==> config.mk <==
export PLATFORM = sky130hd
export DESIGN_NAME = key_debounce
export DESIGN_NICKNAME = d
export VERILOG_FILES = /design/src/rtl/key_debounce.sv
export SDC_FILE = /design/constraint.sdc
export NUM_CORES = 1
export LEC_CHECK = 0
export BUFFER_PORTS_ARGS = -buffer_cell sky130_fd_sc_hd__buf_2
export CORE_MARGIN = 2
export CORE_UTILIZATION = 55
export CTS_BUF_LIST = sky130_fd_sc_hd__clkbuf_16
export DETAILED_ROUTE_END_ITERATION = 7
export PLACE_DENSITY = 0.76
export SLEW_MARGIN = 20
export SYNTH_ARGS = -nofsm -noshare
export SYNTH_HDL_FRONTEND = slang
export SYNTH_SLANG_ARGS = --single-unit
==> constraint.sdc <==
create_clock -name clk -period 2.3 [get_ports clk]
set_input_delay 0.115 -clock clk [delete_from_list [all_inputs] [get_ports clk]]
set_output_delay 0.115 -clock clk [all_outputs]
set_load 0.02 [all_outputs]
==> src/rtl/key_debounce.sv <==
// N-channel button front end: 2-FF sync, stable-time debounce, press pulses and a one-hot latest-press register.
// Define KEY_DEBOUNCE_INVERT_EN for active-low pads (btn_in inverted ahead of the synchroniser).
module key_debounce #(
    parameter int N               = 4,
    parameter int DEBOUNCE_CYCLES = 12000
) (
    input  logic         clk,
    input  logic         rst,
    input  logic [N-1:0] btn_in,
    output logic [N-1:0] btn_db,
    output logic [N-1:0] btn_rise,
    output logic [N-1:0] onehot,
    output logic         valid
);

    localparam int CNT_W = (DEBOUNCE_CYCLES > 1) ? $clog2(DEBOUNCE_CYCLES) : 1;
    localparam logic [CNT_W-1:0] CNT_LAST = CNT_W'(DEBOUNCE_CYCLES - 1);

    logic [N-1:0]     pad;
    logic [N-1:0]     sync1;
    logic [N-1:0]     sync2;
    logic [N-1:0]     accept;
    logic [N-1:0]     new_rise;
    logic [N-1:0]     first_rise;
    logic [CNT_W-1:0] cnt [N];

`ifdef KEY_DEBOUNCE_INVERT_EN
    // Sync stages reset to 0 = released, so an idle high pad never looks like a press.
    assign pad = ~btn_in;
`else
    assign pad = btn_in;
`endif

    always_ff @(posedge clk) begin
        if (rst) begin
            sync1 <= '0;
            sync2 <= '0;
        end else begin
            sync1 <= pad;
            sync2 <= sync1;
        end
    end

    always_comb begin
        accept = '0;
        for (int i = 0; i < N; i++) begin
            accept[i] = (sync2[i] != btn_db[i]) && (cnt[i] == CNT_LAST);
        end
    end

    // An accepted change towards 1 is a press; isolate the lowest-index one for onehot.
    assign new_rise   = accept & sync2;
    assign first_rise = new_rise & (~new_rise + N'(1));

    always_ff @(posedge clk) begin
        for (int i = 0; i < N; i++) begin
            if (rst || sync2[i] == btn_db[i] || accept[i]) begin
                cnt[i] <= '0;
            end else begin
                cnt[i] <= cnt[i] + CNT_W'(1);
            end
        end
    end

    always_ff @(posedge clk) begin
        if (rst) begin
            btn_db   <= '0;
            btn_rise <= '0;
            onehot   <= '0;
            valid    <= 1'b0;
        end else begin
            btn_db   <= btn_db ^ accept;
            btn_rise <= new_rise;
            if (|new_rise) begin
                onehot <= first_rise;
                valid  <= 1'b1;
            end
        end
    end

endmodule

==> results.cfg <==
[floorplan]
rows = 27
num_io_pins = 19
initial_utilization_pct = 57.11
die_w_um = 79.85
core_area_sq_um = 5540
die_h_um = 79.85
dieArea_sq_um = 6376

[yosys]
synthCells = 347
yosysSeqAreaShare_pct = 48.71
syn_area_sq_um = 3164
synth_warnings = 0
synth_cell_types = 42
avgSynthCellArea_sq_um = 9.119
syn-num-nets = 357
synth_seq_cells = 77

[timing]
period_minus_slack_ps = 1991
worst-slew-pin-transition_ps = 493.6
timing.fmax_mhz = 502.3
finalCritPeriodShare_pct = 86.55
relSlewSlack_pct = 67.09
setup_viol = 0
tns_ps = 0
finClkSkew_ps = 5.263
hold_viol_final = 0
rsz0062_at_grt = no
slew_violations = 0

[outcome]
status = completed

[critical_path]
critPathSlowestCell = or4b_1
crit_chain = or4b_1 -> nor4_1 -> or3_1 -> nor2_1
path_max_fanout = 14
arrival_ps = 2190
crit_buf_inv = 0
crit_family = simple AND/OR/NAND/NOR gates
end_kind = flip-flop
cp.required_ps = 2500
startpoint_type = flip-flop
slowest_delay_ps = 540
path_class = reg2reg

[drt]
vias = 2402
drc = 0
wirelength_um = 5660
met2WireLength_um = 2603
antenna_left = 0
dr.first_iter.drc_count = 68
via_per_inst = 5.350
top_layer_used = met4
met3_length_um = 191
wl_per_cell_um = 12.61
met1Wirelength_um = 2806
dr.pass1.iters = 4

[power_and_ir_drop]
clock_power_share_pct = 49.7
netSwitchingPower_mw = 0.5607
max-vdd-ir-drop_v = 0.0006660
power.density_nw_per_um2 = 754.3
p_leak_nw = 1.222
comb_power_share_pct = 1.3
internal_power_mw = 2.189
p_sw_share_pct = 20.39
power.share.sequential_pct = 49.0

[clock_tree]
root_buffer = clkbuf_16
cts_buffer_depth = 2
htreeDepth = 3
clkTransAtPathRegs_ps = 60
cts_buffers = 9
clk_latency_ps = 330
post_cts_buffers = 0
cts_resized = 0
ctsHoldBuffers = 4
cts_tree = done
clock_sinks = 77

[final_layout]
n_fill_cell = 461
area_growth_syn_to_layout_pct = 15.22
antenna_cells = 0
fin_cells = 449
drive_gt1_share_pct = 11.94
nets = 382

[grt]
track_usage_pct = 20.22
overflow = 0
antenna_found_initial = 0
grt_max_degree = 25
grt_pass1_wl_um = 9936
grt_pass1_vias = 2221

[placed_design]
gp_congestion = 0.7778
hpwl_um = 3818
io_buffers = 18
placed_cells = 429

[flow_run]
drv_cap = 0

[hold_path]
worstHoldPathType = in2reg
worst paths after layout:
kind,endpoint,slack [ps],start,cells past startpoint
max,cnt[3][10]$_SDFF_PP0_,310,cnt[3][5]$_SDFF_PP0_,4
min,flip-flop,210,rst,2
max reg2reg,cnt[3][10]$_SDFF_PP0_,310,cnt[3][5]$_SDFF_PP0_,4
min reg2reg,sync2[3]$_SDFF_PP0_,430,sync1[3]$_SDFF_PP0_,1
Yosys cell counts:
library cell / n / area [sq um]
a211o_1: 1 / 8.760
a21bo_2: 1 / 10.01
a21boi_0: 1 / 7.510
a21oi_1: 7 / 35.03
a31o_2: 1 / 8.760
a41oi_1: 1 / 8.760
and2_1: 1 / 6.260
and3_1: 4 / 25.02
and3b_1: 1 / 8.760
and4_1: 3 / 26.28
and4b_1: 2 / 20.02
buf_1: 1 / 3.750
buf_2: 3 / 15.01
buf_4: 1 / 7.510
clkbuf_1: 5 / 18.77
dfxtp_1: 77 / 1541
ha_1: 4 / 50.05
inv_1: 9 / 33.78
mux2i_1: 3 / 30.03
nand2_1: 19 / 71.32
nand2b_1: 1 / 6.260
nand3_1: 21 / 105.1
nand4_1: 14 / 87.58
nand4b_1: 3 / 26.28
nor2_1: 63 / 236.5
nor2b_1: 8 / 50.05
nor2b_4: 1 / 13.76
nor3_1: 9 / 45.04
nor3b_1: 1 / 7.510
nor3b_2: 1 / 12.51
nor4_1: 10 / 62.56
nor4bb_1: 1 / 10.01
o21ai_0: 3 / 15.01
o31ai_1: 1 / 7.510
or2_2: 4 / 25.02
or3_1: 7 / 43.79
or3b_2: 1 / 8.760
or4_1: 3 / 22.52
or4_4: 1 / 11.26
or4b_1: 1 / 10.01
xnor2_1: 28 / 245.2
xor2_1: 20 / 175.2
per-layer routing:
layer	track usage, %	vias to the layer above
met3	7.466	7
met5	0	-
li1	-	1245
met4	6.610	0
met1	25.46	1118
met2	32.10	32
through the flow:
step / hold slack (ps) / instance area [sq um] / power (mW) / setup WS (ps) / utilization, %
detailed placement: 328.7 / 3314 / 1.407 / 333.7 / 59.82
finish: 207.0 / 3646 / 2.750 / 309.3 / 65.81
floorplan: 243.2 / 3164 / 1.398 / 453.5 / -
global placement: 322.9 / 3314 / 1.407 / 391.5 / 59.82
global route: 225.9 / 3646 / 2.847 / 186.3 / 65.81
CTS: 204.3 / 3646 / 2.782 / 303.1 / 65.81
cell families after synthesis:
logic type | after synthesis | share of synthesized area [%]
buffers and inverters | 19 | 2.491
and+or+nand+nor | 180 | 29.77
muxes | 3 | 0.9490
adders and majority gates | 4 | 1.582
xor gates and xnor gates | 48 | 13.29
AOI/OAI and AO/OA | 16 | 3.203
DFF | 77 | 48.71
worst reg2reg max path, stage by stage, from the launching register on:
cell and delay, ps:
dfxtp_1 330, or4b_1 540, nor4_1 400, or3_1 490, nor2_1 110
sequential cells by signal, summed over array words and instances, names as in the netlist, named ones only:
register  cells
btn_rise      4
onehot        4
cnt          56
valid         1
sync1         4
sync2         4
layout make-up:
type / count / area (sq um) / share of cell area (%)
Tap cell: 72 / 90.09 / 2.471
Inverter: 9 / 33.78 / 0.9266
Clock buffer: 9 / 225.2 / 6.177
Clock inverter: 7 / 66.31 / 1.819
Sequential cell: 77 / 1541 / 42.28
Timing Repair Buffer: 24 / 145.1 / 3.981
Multi-Input combinational cell: 251 / 1544 / 42.35
power groups by stage:
stage          Sequential, mW  Combinational [mW]  Clock, mW
2_1_floorplan            1.38              0.0225          0
3_3_place_gp             1.38              0.0300          0
3_5_place_dp             1.38              0.0304          0
4_1_cts                  1.35              0.0359       1.40
5_1_grt                  1.35              0.0399       1.46
6_report                 1.35              0.0356       1.37
placed cells by master, fill, tap and decap left out, drive strengths merged, types with 10 or more instances in the layout:
cell and count:
buf 20, dfxtp 77, nand2 19, nand3 21
nand4 14, nor2 63, nor4 10, xnor2 28
xor2 20
No activity file was read; power rests on OpenSTA's default activity.
